--- config.mk ---
export PLATFORM = sky130hd
export DESIGN_NAME = ncpu32k_stream_fifo
export DESIGN_NICKNAME = d
export VERILOG_FILES = /design/src/rtl/ncpu32k_stream_fifo_pkg.sv /design/src/rtl/ncpu32k_fifo_mem.sv /design/src/rtl/ncpu32k_stream_fifo.sv
export SDC_FILE = /design/constraint.sdc
export NUM_CORES = 1
export LEC_CHECK = 0
export BUFFER_PORTS_ARGS = -buffer_cell sky130_fd_sc_hd__buf_2
export CORE_MARGIN = 5
export CORE_UTILIZATION = 50
export DETAILED_ROUTE_END_ITERATION = 12
export PLACE_DENSITY_LB_ADDON = 0.15
export REMOVE_ABC_BUFFERS = 1
export SLEW_MARGIN = 10
export SYNTH_ARGS = -nofsm -noshare
export SYNTH_HDL_FRONTEND = slang
export SYNTH_SLANG_ARGS = --single-unit
--- constraint.sdc ---
create_clock -name CLK -period 5.81 [get_ports CLK]
set_clock_uncertainty 0.15 [all_clocks]
set_input_delay 0.2905 -clock CLK [delete_from_list [all_inputs] [get_ports CLK]]
set_output_delay 0.2905 -clock CLK [all_outputs]
set_load 0.01 [all_outputs]
--- src/rtl/ncpu32k_stream_fifo_pkg.sv ---
`default_nettype none
// ============================================================================
//  Module   : ncpu32k_stream_fifo_pkg
//  Desc     : Shared sizing helpers for the valid/ready stream FIFO. Pointer
//             width and entry count are derived from DEPTH_LOG2 here so the
//             top level and the storage array always agree.
//  Revision : 1.0 - initial release
// ============================================================================
package ncpu32k_stream_fifo_pkg;

    // Smallest and largest supported DEPTH_LOG2 values
    localparam int unsigned FIFO_DEPTH_LOG2_MIN = 1;
    localparam int unsigned FIFO_DEPTH_LOG2_MAX = 6;

    // Number of storage entries for a given DEPTH_LOG2
    function automatic int unsigned fifo_depth(input int unsigned depth_log2);
        return 32'd1 << depth_log2;
    endfunction

    // Pointer width: address bits plus one wrap bit
    function automatic int unsigned fifo_ptr_width(input int unsigned depth_log2);
        return depth_log2 + 32'd1;
    endfunction

endpackage : ncpu32k_stream_fifo_pkg
`default_nettype wire

--- src/rtl/ncpu32k_fifo_mem.sv ---
`default_nettype none
// ============================================================================
//  Module   : ncpu32k_fifo_mem
//  Desc     : 2^AW x DW flop array. One synchronous write port, one
//             asynchronous read port. Contents are never reset.
//  Revision : 1.0 - initial release
// ============================================================================
module ncpu32k_fifo_mem
    import ncpu32k_stream_fifo_pkg::*;
#(
    parameter int DW = 32,
    parameter int AW = 2
) (
    input  logic          CLK,
    input  logic          WE_i,
    input  logic [AW-1:0] WADDR_i,
    input  logic [DW-1:0] WDATA_i,
    input  logic [AW-1:0] RADDR_i,
    output logic [DW-1:0] RDATA_o
);

    localparam int unsigned DEPTH = fifo_depth(AW);

    logic [DW-1:0] mem_q [0:DEPTH-1];

    // Write port: store data at the write address when enabled
    always_ff @(posedge CLK) begin
        if (WE_i) begin
            mem_q[WADDR_i] <= WDATA_i;
        end
    end

    assign RDATA_o = mem_q[RADDR_i];

endmodule : ncpu32k_fifo_mem
`default_nettype wire

--- src/rtl/ncpu32k_stream_fifo.sv ---
`default_nettype none
// ============================================================================
//  Module   : ncpu32k_stream_fifo
//  Desc     : Synchronous valid/ready FIFO with power-of-two depth, flop
//             storage, synchronous flush and exported occupancy.
//             Optional macro NCPU_FIFO_BYPASS_EN adds a zero-latency path
//             from I_* to O_* while the FIFO is empty.
//  Revision : 1.0 - initial release
// ============================================================================
module ncpu32k_stream_fifo
    import ncpu32k_stream_fifo_pkg::*;
#(
    parameter int DW         = 32,
    parameter int DEPTH_LOG2 = 2
) (
    input  logic                  CLK,
    input  logic                  RST_n,
    input  logic                  FLUSH,
    input  logic                  I_VALID,
    output logic                  I_READY,
    input  logic [DW-1:0]         I_DATA,
    output logic                  O_VALID,
    input  logic                  O_READY,
    output logic [DW-1:0]         O_DATA,
    output logic [DEPTH_LOG2:0]   COUNT
);

    localparam int PW = int'(fifo_ptr_width(DEPTH_LOG2));

    logic [PW-1:0] wptr_q, wptr_d;
    logic [PW-1:0] rptr_q, rptr_d;
    logic          empty;
    logic          full;
    logic          push;
    logic          pop;
    logic          mem_we;
    logic [DW-1:0] mem_rdata;

    // Status decoded purely from registered pointers
    assign empty = (wptr_q == rptr_q);
    assign full  = (wptr_q[PW-1] != rptr_q[PW-1]) &&
                   (wptr_q[PW-2:0] == rptr_q[PW-2:0]);

    // Ready ignores O_READY so no read-to-write combinational path exists
    assign I_READY = !full;
    assign push    = I_VALID && !full;
    assign pop     = !empty && O_READY;

`ifdef NCPU_FIFO_BYPASS_EN
    logic bypass_open;

    // Empty and not flushing: incoming item is presented directly
    assign bypass_open = empty && !FLUSH;
    assign O_VALID     = empty ? (bypass_open && I_VALID) : 1'b1;
    assign O_DATA      = !empty ? mem_rdata :
                         ((bypass_open && I_VALID) ? I_DATA : {DW{1'b0}});
    // A bypassed item taken in the same cycle is never written
    assign mem_we      = push && !FLUSH && !(bypass_open && O_READY);
`else
    assign O_VALID = !empty;
    assign O_DATA  = empty ? {DW{1'b0}} : mem_rdata;
    assign mem_we  = push && !FLUSH;
`endif

    // Next-state pointers; wrap happens naturally through the MSB
    always_comb begin
        wptr_d = wptr_q;
        rptr_d = rptr_q;
        if (mem_we) begin
            wptr_d = wptr_q + PW'(1);
        end
        if (pop) begin
            rptr_d = rptr_q + PW'(1);
        end
    end

    // Pointer registers: async reset, flush overrides any push/pop
    always_ff @(posedge CLK or negedge RST_n) begin
        if (!RST_n) begin
            wptr_q <= '0;
            rptr_q <= '0;
        end else if (FLUSH) begin
            wptr_q <= '0;
            rptr_q <= '0;
        end else begin
            wptr_q <= wptr_d;
            rptr_q <= rptr_d;
        end
    end

    assign COUNT = wptr_q - rptr_q;

    ncpu32k_fifo_mem #(
        .DW (DW),
        .AW (DEPTH_LOG2)
    ) u_mem (
        .CLK     (CLK),
        .WE_i    (mem_we),
        .WADDR_i (wptr_q[PW-2:0]),
        .WDATA_i (I_DATA),
        .RADDR_i (rptr_q[PW-2:0]),
        .RDATA_o (mem_rdata)
    );

endmodule : ncpu32k_stream_fifo
`default_nettype wire

# ---- Word-level counts from Yosys, hierarchy flattened
# Memories as Yosys holds them, arrays and structs flattened.
# Cells that the tools add are included.
dict set report word_totals {
  reg_bits 6
  mem_bits_rw 128
  wordCells 25
  memories 1
}
dict set report op_classes {
  add_sub_neg 3
  n_eq_ne 3
  muxes 7
  reduce_logical 9
}
# memory words width rd rd_clocked_by_memory_dff write_ports line_no
set memory_table {}
lappend memory_table {u_mem.mem_q 4 32 1 0 1 ncpu32k_fifo_mem.sv:24} ;# logic [DW-1:0] mem_q [0:DEPTH-1];
# cell n
set op_table {}
lappend op_table {{2-to-1 mux 32 bit} 1}
lappend op_table {{2-to-1 mux 3 bit} 4}
lappend op_table {{adder 3 x 1 -> 3 bit (second input constant)} 2}
lappend op_table {{logical AND 1 bit} 4}
lappend op_table {{nonzero test 2 bit} 2}
lappend op_table {{equality test 3 bit} 1}
lappend op_table {{zero test 1 bit} 3}
lappend op_table {{subtractor 3 bit} 1}
lappend op_table {{equality test 2 bit} 1}
lappend op_table {{2-to-1 mux 1 bit} 2}
lappend op_table {{!= test 1 bit} 1}

# ---- Logic depth before layout (Yosys ltp)
# Gate-level depths: netlist (run 1).
dict set report logic_depth {
  word_depth 7
  depth_mapped 7
  ltp_nobuf 5
}

# ---- Cells and area by module
# From an unflattened synthesis (run 1), not the netlist that was laid out.
dict set report unflattened {
  cells_unflattened 265
  hier_area_um2 5441.5
}
# mod instances cells_per_inst area_each_um2 seq_area_each_um2
set by_module_without_submodules {}
lappend by_module_without_submodules {ncpu32k_fifo_mem 1 171 4689.5 3843.7}
lappend by_module_without_submodules {ncpu32k_stream_fifo 1 94 752.0 150.1}

# ---- Worst setup path before layout (run 1)
# No wires, ideal clock.
dict set report synth_path {
  path_type {flip-flop to flip-flop}
  from {register rptr_q[1]}
  to {memory u_mem.mem_q[0][0] (enable)}
  setup_time_ps 392
  t_arrival_ps 2171
  setup_slack_ps 3097
  stages_incl_launch_ff 7
  path_cell_list {dfrtp_1 > buf_2 > inv_1 > ha_1 > and2_1 > nand2b_1 > and4b_1}
}
dict set report synth_via {
  elab_chain_cells 7
}
# item line_no
set synth_rtl {}
lappend synth_rtl {{start: declaration} ncpu32k_stream_fifo.sv:31} ;# logic [PW-1:0] rptr_q, rptr_d;
lappend synth_rtl {{start signal: assignment} ncpu32k_stream_fifo.sv:87} ;# rptr_q <= rptr_d;
lappend synth_rtl {{equality test 2 bit} ncpu32k_stream_fifo.sv:42} ;# (wptr_q[PW-2:0] == rptr_q[PW-2:0]);
lappend synth_rtl {{logical AND 1 bit} ncpu32k_stream_fifo.sv:41} ;# assign full = (wptr_q[PW-1] != rptr_q[PW-1]) &&
lappend synth_rtl {{zero test 1 bit} n/a}
lappend synth_rtl {{via I_READY} ncpu32k_stream_fifo.sv:20} ;# output logic I_READY,
lappend synth_rtl {{logical AND 1 bit} ncpu32k_stream_fifo.sv:46} ;# assign push = I_VALID && !full;
lappend synth_rtl {{logical AND 1 bit} ncpu32k_stream_fifo.sv:62} ;# assign mem_we = push && !FLUSH;
lappend synth_rtl {{2-to-1 mux 1 bit} ncpu32k_fifo_mem.sv:28} ;# if (WE_i) begin
lappend synth_rtl {{2-to-1 mux 1 bit (implied by the code)} ncpu32k_fifo_mem.sv:29} ;# mem_q[WADDR_i] <= WDATA_i;
lappend synth_rtl {{end: declaration} ncpu32k_fifo_mem.sv:24}
# The timed path passes the listed nets, and every way through them passes these cells.

# ---- Worst setup path after layout (run 1)
dict set report layout_path {
  from {register rptr_q[1]}
  to {output port O_DATA[24]}
}
dict set report layout_via {
  elab_chain_cells 2
}
# item line_no
set layout_rtl {}
lappend layout_rtl {{memory read (4 x 32 bit) / equality test 3 bit (equally long branches)} n/a}
lappend layout_rtl {{2-to-1 mux 32 bit (*)} ncpu32k_stream_fifo.sv:61} ;# assign O_DATA = empty ? {DW{1'b0}} : mem_rdata;
lappend layout_rtl {{end: declaration} ncpu32k_stream_fifo.sv:24} ;# output logic [DW-1:0] O_DATA,
# Every way passes the cells marked *; elsewhere a longest branch is shown, timed or not.

==> results.json, run 1 <==
{
  "cts_tree": "yes",
  "cap_violations": 0,
  "die_y_microns": 114.5,
  "grt_max_degree": 38,
  "worst-r2r-cell-count": 5,
  "path_class": "reg2out",
  "finalCritPeriodShare": 0.6246,
  "placementRows": 38,
  "cts_num_sinks": 134,
  "via_per_inst": 5.214,
  "drc": 0,
  "drt_iter0_drc": 148,
  "hp-start": "I_DATA[10]",
  "min_to": "u_mem.mem_q[2][10]",
  "grt_pass1_wl_microns": 15880,
  "final_cell_count_no_fill": 537,
  "dieArea_sq_mm": 0.01311,
  "cp.arrival_ns": 3.19,
  "worstMarginPinSlew_ns": 0.8947,
  "place.gp.congestion": 0.7638,
  "initial_core_util": 0.5058,
  "p_leak_uw": 0.002417,
  "ys_ff_latch": 134,
  "wire_per_inst_microns": 18.33,
  "yosysSeqAreaShare": 0.7316,
  "io_pins": 74,
  "reg2reg_setup_slack_ns": 2.56,
  "dp.cells": 468,
  "hpwlAfterDp_microns": 5536,
  "core_area_sq_mm": 0.01079,
  "vias": 2800,
  "setup_violations": 0,
  "ys_dominant_reg_cell": "edfxtp_1",
  "firstDrtPassIters": 4,
  "rr_startpoint": "rptr_q[1]",
  "timing.rr.end": "u_mem.mem_q[0][5]",
  "netlist-cell-type-count": 32,
  "period_minus_slack_ns": 3.629,
  "diodes": 0,
  "grt_setup_unrepaired": "false",
  "synth_area_leaders": "edfxtp_1 70%, mux4_2 11%, nor2b_1 3.8%, dfrtp_1 2.8%, mux4_1 2.4%",
  "syn_area_sq_mm": 0.005459,
  "cts.clk_slew.worst_paths_ns": 0.06,
  "multi_input_area_sq_mm": 0.001335,
  "clkLatencyLatePin_ns": 0.52,
  "synth.avg_cell_area_sq_um": 20.45,
  "synth_common_cells": "128 x edfxtp_1, 33 x nor2b_1, 27 x mux4_2",
  "fill_cells": 778,
  "hold_path_class": "in2reg",
  "drive_gt1_frac": 0.3451,
  "path_cells": "inv_1 > ha_1 > and2_1 > and2_2 > nor2b_1 > buf_2",
  "drtAntennaViolNets": 0,
  "die_w_microns": 114.5,
  "placed_cell_area_sq_mm": 0.005902,
  "fmax_ghz": 0.2755,
  "worstHoldPathCells": 2,
  "report.final.slew_viol_count": 0,
  "vdd_ir_drop_max_mv": 0.3496,
  "crit_slowest_cell": "dfrtp_2",
  "startpoint_type": "flop",
  "grt_remaining_overflow": 0,
  "worstSetupEndpointType": "output port",
  "routed_wl_microns": 9844,
  "syn_inst": 267,
  "power_per_cell_area_mw_per_mm2": 500.2,
  "grt_pass1_vias": 2993,
  "hold_viol": 0,
  "cts_buffer_depth": 2,
  "register_area_sq_mm": 0.003996,
  "setup_tns_ns": 0,
  "critPathRequiredTime_ns": 5.37,
  "synth_top_area_share": 0.7041,
  "ctsHtreeMaxLevel": 4,
  "fin_area_sq_mm": 0.006850,
  "fin_nets": 429,
  "ys_warn_count": 0,
  "synth_enable_flop_cells": 128,
  "status": "completed",
  "yosysMostFrequentCell": "edfxtp_1",
  "slew_headroom": 0.4035,
  "portBuffers": 73,
  "syn2layout_area_growth_pct": 25.49,
  "path_max_fanout": 36,
  "clk_root_buffer_cell": "clkbuf_8",
  "cpPeakStageDelay_ns": 0.95,
  "grt.total_usage": 0.1651,
  "cts_made_buffers": 17,
  "yosysTopAreaCell": "edfxtp_1",
  "post_cts_resized": 0,
  "antenna_found_initial": 0,
  "async_flop_share": 0.04478
}
[placed cells by master (no fill, tap or decap), drive strengths merged, types with 2 or more instances in the layout]
| cell type | instances |
|---|---|
| a31oi | 4 |
| and2 | 2 |
| and3 | 2 |
| and4b | 2 |
| buf | 74 |
| bufinv | 3 |
| clkbuf | 19 |
| clkinv | 5 |
| clkinvlp | 4 |
| dfrtp | 6 |
| dlygate4sd3 | 37 |
| edfxtp | 128 |
| ha | 7 |
| inv | 7 |
| mux4 | 32 |
| nand2 | 4 |
| nand3 | 3 |
| nand4 | 2 |
| nand4b | 5 |
| nor2b | 33 |
| nor3b | 2 |
| or3 | 4 |
| or4 | 2 |
| xnor2 | 2 |
[cells by family after synthesis]
logic type,synth area share
AOI/OAI and AO/OA,0.006875
xor gates and xnor gates,0.003209
adders and majority gates,0.01971
buffers and inverters,0.02498
DFF,0.7316
muxes,0.1355
and+or+nand+nor,0.07815
[worst max-delay path, delay by kind of cell, from the launching register on]
kind                     cells  cell delay, ns
adder cells (fa/ha/maj)      1            0.36
buffers and inverters        2            0.31
AND/OR/NAND/NOR              3            1.02
flip-flops                   1            0.95
[per-layer routing]
layer	wire (microns)	global-route usage
met1	4348	0.2159
met2	4870	0.2635
met3	532	0.04545
met4	93	0.06651
met5	0	0
[state kept, by name, summed over array words and instances, names as in the netlist]
register and flops:
wptr_q 3, u_mem.mem_q 128, rptr_q 3
[per-stage QoR]
| step | utilization | worst slack (ns) | power, uW | hold WS (ns) |
|---|---|---|---|---|
| global placement | 0.5468 | 2.596 | 2407 | -0.02373 |
| CTS | 0.6347 | 2.093 | 3480 | 0.3375 |
| floorplan | - | 2.128 | 1967 | -0.1551 |
| detailed placement | 0.5468 | 2.529 | 2419 | -0.02664 |
| finish | 0.6347 | 2.181 | 3427 | 0.3644 |
| global route | 0.6347 | 1.879 | 3633 | 0.3562 |
[worst max-delay path by stage]
| stage | to | from | cells after the start |
|---|---|---|---|
| finish | O_DATA[24] | rptr_q[1] | 6 |
| global route | O_DATA[2] | rptr_q[1] | 6 |
| CTS | O_DATA[24] | rptr_q[1] | 6 |
| detailed placement | u_mem.mem_q[0][15] | rptr_q[1] | 5 |
| global placement | u_mem.mem_q[2][15] | rptr_q[1] | 5 |
| floorplan | u_mem.mem_q[0][0] | rptr_q[0] | 4 |
[cell type report]
class                           count  share of cell area
Sequential cell                   134              0.5834
Inverter                            6            0.003288
Tap cell                          140             0.02557
Timing Repair Buffer              111              0.1085
Multi-Input combinational cell    114              0.1949
Clock inverter                     13             0.02283
Clock buffer                       19             0.06155
[where the power goes]
part	switching, uW	internal (uW)
Sequential	61.7	1160
Clock	384	650
Combinational	640	530
Total	1090	2340
[repair_timing]
| item | 4_1_cts | 5_1_grt |
|---|---|---|
| setup buffers | 0 | 0 |
| hold buffers | 37 | 0 |
| hold endpoints to repair | 139 | 0 |
Note: power is estimated with default switching activity, not from simulation.
==> run 2, diff against run 1 <==
==> constraint.sdc (replaced) <==
create_clock -name CLK -period 3.3 [get_ports CLK]
set_clock_uncertainty 0.15 [all_clocks]
set_input_delay 0.165 -clock CLK [delete_from_list [all_inputs] [get_ports CLK]]
set_output_delay 0.165 -clock CLK [all_outputs]
set_load 0.01 [all_outputs]
==> results.json, run 2 (same netlist as run 1, synthesis figures left out) <==
{
  "status": "completed",
  "power_per_cell_area_mw_per_mm2": 885.3,
  "core_area_sq_mm": 0.01079,
  "vias": 2868,
  "clkLatencyLatePin_ns": 0.52,
  "cts.clk_slew.worst_paths_ns": 0.06,
  "startpoint_type": "flop",
  "grt_max_degree": 37,
  "cts_made_buffers": 17,
  "place.gp.congestion": 0.8392,
  "grt_remaining_overflow": 0,
  "path_class": "reg2out",
  "use_met2": 0.2701,
  "slew_headroom": 0.5590,
  "diodes": 0,
  "cpPeakStageDelay_ns": 0.39,
  "grt.total_usage": 0.1702,
  "dieArea_sq_mm": 0.01311,
  "grt_use_met1": 0.2253,
  "finalCritPeriodShare": 0.8745,
  "grt_setup_unrepaired": "false",
  "cts_tree": "yes",
  "cts_buffer_depth": 2,
  "hold_viol": 0,
  "setup_tns_ns": 0,
  "final_common_cell": "edfxtp_1",
  "cap_violations": 0,
  "fin_nets": 440,
  "largest_reg_flops": 128,
  "hpwlAfterDp_microns": 6048,
  "worstSetupEndpointType": "output port",
  "period_minus_slack_ns": 2.886,
  "placed_cell_area_sq_mm": 0.005987,
  "reg.largest.list": "u_mem.mem_q (128), rptr_q (3), wptr_q (3)",
  "largest-register": "u_mem.mem_q",
  "setup_violations": 0,
  "grt.met3_usage": 0.04704,
  "fin_area_sq_mm": 0.006988,
  "initial_core_util": 0.5058,
  "post_cts.repair.setup_buffers": 0,
  "rr_startpoint": "rptr_q[0]",
  "worstMarginPinSlew_ns": 0.6614,
  "die_y_microns": 114.5,
  "io_pins": 74,
  "path_cells": "inv_1 > ha_1 > and2_1 > and2_2 > buf_4 > nor2b_1 > buf_2",
  "drtAntennaViolNets": 0,
  "placementRows": 38,
  "drc": 0,
  "cts_num_sinks": 134,
  "crit_path_start": "wptr_q[0]",
  "drt_iter0_drc": 159,
  "fmax_ghz": 0.3465,
  "syn2layout_area_growth_pct": 28.01,
  "ctsHtreeMaxLevel": 4,
  "routed_wl_microns": 10380,
  "path_max_fanout": 21,
  "final_cell_mix": "128 x edfxtp_1, 73 x buf_2, 40 x dlygate4sd3_1",
  "p_leak_uw": 0.002493,
  "cp.arrival_ns": 2.57,
  "crit_slowest_cell": "dfrtp_1",
  "clk_root_buffer_cell": "clkbuf_8",
  "grt_pass1_wl_microns": 16550,
  "via_per_inst": 5.234,
  "critPathRequiredTime_ns": 2.98,
  "vdd_ir_drop_max_mv": 0.5151,
  "report.final.slew_viol_count": 0,
  "dp.cells": 476,
  "die_w_microns": 114.5,
  "grt_pass1_vias": 3047,
  "wire_per_inst_microns": 18.94,
  "portBuffers": 73,
  "antenna_found_initial": 0,
  "drive_gt1_frac": 0.3554,
  "hold_path_class": "in2reg",
  "grt-busiest-layer": "met2",
  "final_cell_count_no_fill": 548,
  "firstDrtPassIters": 4,
  "hp-start": "I_DATA[26]"
}
## run 2: cell count changes in the layout (fill, tap and decap cells not counted), moves of 2 or more
cell / before / now
buf_4: 1 / 7
clkinv_1: 1 / 3
clkbuf_1: 2 / 0
buf_12: 0 / 2
dlygate4sd3_1: 37 / 40
## run 2: final timing paths
path                            depth (start not counted)  slack (ns)            endpoint
worst min-delay path                                    2        0.25  u_mem.mem_q[0][26]
worst max-delay path                                    7        0.41          O_DATA[19]
max in group asynchronous                               3        2.28           rptr_q[0]
worst max register to register                          6        0.69           rptr_q[0]
min in group asynchronous                               3        0.46           rptr_q[2]
worst min register to register                          2        0.51           rptr_q[2]
## run 2: per-layer routing
layer	part of all wire	wire length, microns	up-vias
met5	0	0	-
met4	0.015	155	0
met3	0.049	508	14
met2	0.50	5169	65
met1	0.44	4547	1449
li1	-	-	1340
## run 2: final cells by class
| cell class | instances | area (sq um) |
|---|---|---|
| clock buffer | 17 | 414.1 |
| fill | 754 | 3805 |
| multi-input combinational | 114 | 1335 |
| tap | 140 | 175.2 |
| clock inverter | 15 | 186.4 |
| timing repair buffer | 122 | 858.3 |
| sequential | 134 | 3996 |
| inverter | 6 | 22.52 |
## run 2: through the flow
step | util | hold WS [ns] | total power (uW) | setup WS (ns)
3_5_place_dp | 0.5547 | -0.1438 | 4346 | 0.8763
6_report | 0.6475 | 0.2457 | 6187 | 0.4142
5_1_grt | 0.6475 | 0.2420 | 6554 | 0.2129
4_1_cts | 0.6475 | 0.2195 | 6292 | 0.3629
3_3_place_gp | 0.5547 | -0.1409 | 4311 | 0.9613
2_1_floorplan | - | -0.2806 | 3464 | -0.3824
## run 2: timing repair
action / 4_1_cts / 5_1_grt
gates resized for setup: 0 / 0
endpoints found under the hold margin: 140 / 0
hold buffers: 40 / 0
## run 2: worst max-delay path, delay by kind of cell, from the launching register on
family / cells / cell delay (ns)
adder cells (fa/ha/maj): 1 / 0.35
buffers and inverters: 3 / 0.60
flip-flops: 1 / 0.39
AND/OR/NAND/NOR: 3 / 0.69
## run 2: power by group
part,switching [uW],internal [uW],total [uW]
clock network,667,1210,1880
logic,1220,993,2220
registers,47.5,2040,2090
==> run 3, diff against run 2 <==
--- a/config.mk
+++ b/config.mk
@@ -8,6 +8,7 @@
 export BUFFER_PORTS_ARGS = -buffer_cell sky130_fd_sc_hd__buf_2
 export CORE_MARGIN = 5
 export CORE_UTILIZATION = 50
+export CTS_BUF_LIST = sky130_fd_sc_hd__clkbuf_4
 export DETAILED_ROUTE_END_ITERATION = 12
 export PLACE_DENSITY_LB_ADDON = 0.15
 export REMOVE_ABC_BUFFERS = 1
==> constraint.sdc (replaced) <==
create_clock -name CLK -period 3.3 [get_ports CLK]
set_clock_uncertainty 0.15 [all_clocks]
set_input_delay 0.165 -clock CLK [delete_from_list [all_inputs] [get_ports CLK]]
set_output_delay 0.165 -clock CLK [all_outputs]
set_load 0.005 [all_outputs]
==> results.json, run 3 (same netlist as run 1, synthesis figures left out) <==
{
  "grt.total_usage": 0.1679,
  "placementRows": 38,
  "startpoint_type": "flop",
  "final_cell_count_no_fill": 548,
  "placed_cell_area_sq_mm": 0.005982,
  "vias": 2928,
  "place.gp.congestion": 0.8238,
  "setup_violations": 0,
  "status": "completed",
  "path_class": "reg2out",
  "wire_per_inst_microns": 18.40,
  "die_w_microns": 114.5,
  "clk_root_buffer_cell": "clkbuf_4",
  "io_pins": 74,
  "ctsHtreeMaxLevel": 4,
  "grt_setup_unrepaired": "false",
  "cap_violations": 0,
  "clkLatencyLatePin_ns": 0.51,
  "worstSetupEndpointType": "output port",
  "post_cts_resized": 0,
  "via_per_inst": 5.343,
  "initial_core_util": 0.5058,
  "post_cts.repair.setup_buffers": 0,
  "cts_made_buffers": 17,
  "fin_nets": 441,
  "critPathRequiredTime_ns": 2.98,
  "largest_reg_flops": 128,
  "portBuffers": 73,
  "final_common_cell": "edfxtp_1",
  "routed_wl_microns": 10090,
  "drt_iter0_drc": 129,
  "drc": 0,
  "final_cell_mix": "128 x edfxtp_1, 73 x buf_2, 40 x dlygate4sd3_1",
  "finalCritPeriodShare": 0.8713,
  "worstMarginPinSlew_ns": 0.6747,
  "syn2layout_area_growth_pct": 23.01,
  "timing.hold.ws_ns": 0.2444,
  "cp.arrival_ns": 2.56,
  "register_area_sq_mm": 0.003996,
  "cpPeakStageDelay_ns": 0.40,
  "hold_path_class": "in2reg",
  "p_total_uw": 5363,
  "grt_pass1_wl_microns": 16240,
  "slew_headroom": 0.5502,
  "grt_max_degree": 37,
  "die_y_microns": 114.5,
  "hpwlAfterDp_microns": 6112,
  "grt_remaining_overflow": 0,
  "firstDrtPassIters": 5,
  "multi_input_area_sq_mm": 0.001335,
  "dieArea_sq_mm": 0.01311,
  "crit_slowest_cell": "dfrtp_1",
  "cts_tree": "yes",
  "reg.largest.list": "u_mem.mem_q (128), rptr_q (3), wptr_q (3)",
  "hold_buffers": 40,
  "p_leak_uw": 0.002383,
  "antenna_found_initial": 0,
  "drtAntennaViolNets": 0,
  "drive_gt1_frac": 0.3578,
  "report.final.slew_viol_count": 0,
  "largest-register": "u_mem.mem_q",
  "cts_buffer_depth": 2,
  "cts.clk_slew.worst_paths_ns": 0.11,
  "power_per_cell_area_mw_per_mm2": 798.7,
  "core_area_sq_mm": 0.01079,
  "vdd_ir_drop_max_mv": 0.6802,
  "period_minus_slack_ns": 2.875,
  "grt_pass1_vias": 3121,
  "path_max_fanout": 21,
  "path_cells": "inv_1 > ha_1 > and2_1 > and2_2 > buf_4 > nor2b_1 > buf_2",
  "dp.cells": 477,
  "hold_viol": 0,
  "cts_num_sinks": 134,
  "fmax_ghz": 0.3478,
  "fin_area_sq_mm": 0.006715,
  "diodes": 0,
  "fill_cells": 797
}
[run 3: area by class of cell]
cell class / count / area share
inverters: 6 / 0.003354
well taps: 140 / 0.02609
repair buffers: 123 / 0.1271
flip-flops and latches: 134 / 0.5951
clock buffers: 17 / 0.01900
multi-input cells: 114 / 0.1988
clock inverters: 14 / 0.03056
[run 3: per-layer routing]
| layer | track usage | vias to the layer above | wire length (microns) | part of all wire |
|---|---|---|---|---|
| met5 | 0 | - | 0 | 0 |
| met4 | 0.06572 | 0 | 99 | 0.0098 |
| met3 | 0.04598 | 10 | 512 | 0.051 |
| met2 | 0.2747 | 74 | 5161 | 0.51 |
| met1 | 0.2142 | 1502 | 4312 | 0.43 |
| li1 | - | 1342 | - | - |
[run 3: worst paths after layout]
path / start / end / slack, ns / cells after the start
max: wptr_q[0] / O_DATA[25] / 0.42 / 7
min: I_DATA[28] / u_mem.mem_q[2][28] / 0.24 / 2
max reg2reg: rptr_q[0] / rptr_q[0] / 0.69 / 6
min reg2reg: wptr_q[2] / rptr_q[2] / 0.51 / 2
max in group asynchronous: RST_n / rptr_q[0] / 2.30 / 3
min in group asynchronous: RST_n / rptr_q[2] / 0.45 / 3
[run 3: through the flow]
stage / utilization / setup slack (ns) / setup TNS (ns)
2_1_floorplan: - / -0.3391 / -40.45
3_3_place_gp: 0.5543 / 0.9590 / 0
3_5_place_dp: 0.5543 / 0.8817 / 0
4_1_cts: 0.6222 / 0.3488 / 0
5_1_grt: 0.6222 / 0.2038 / 0
6_report: 0.6222 / 0.4248 / 0
[run 3: worst max-delay path, delay by kind of cell, from the launching register on]
kind                       cells  cell delay [ns]
and+or+nand+nor                3             0.69
DFF                            1             0.40
adders and majority gates      1             0.34
buffers and inverters          3             0.60
[run 3: report_power, final]
part           internal [uW]  switching (uW)
combinational            983            1070
clock                    669             561
sequential              2040            44.6
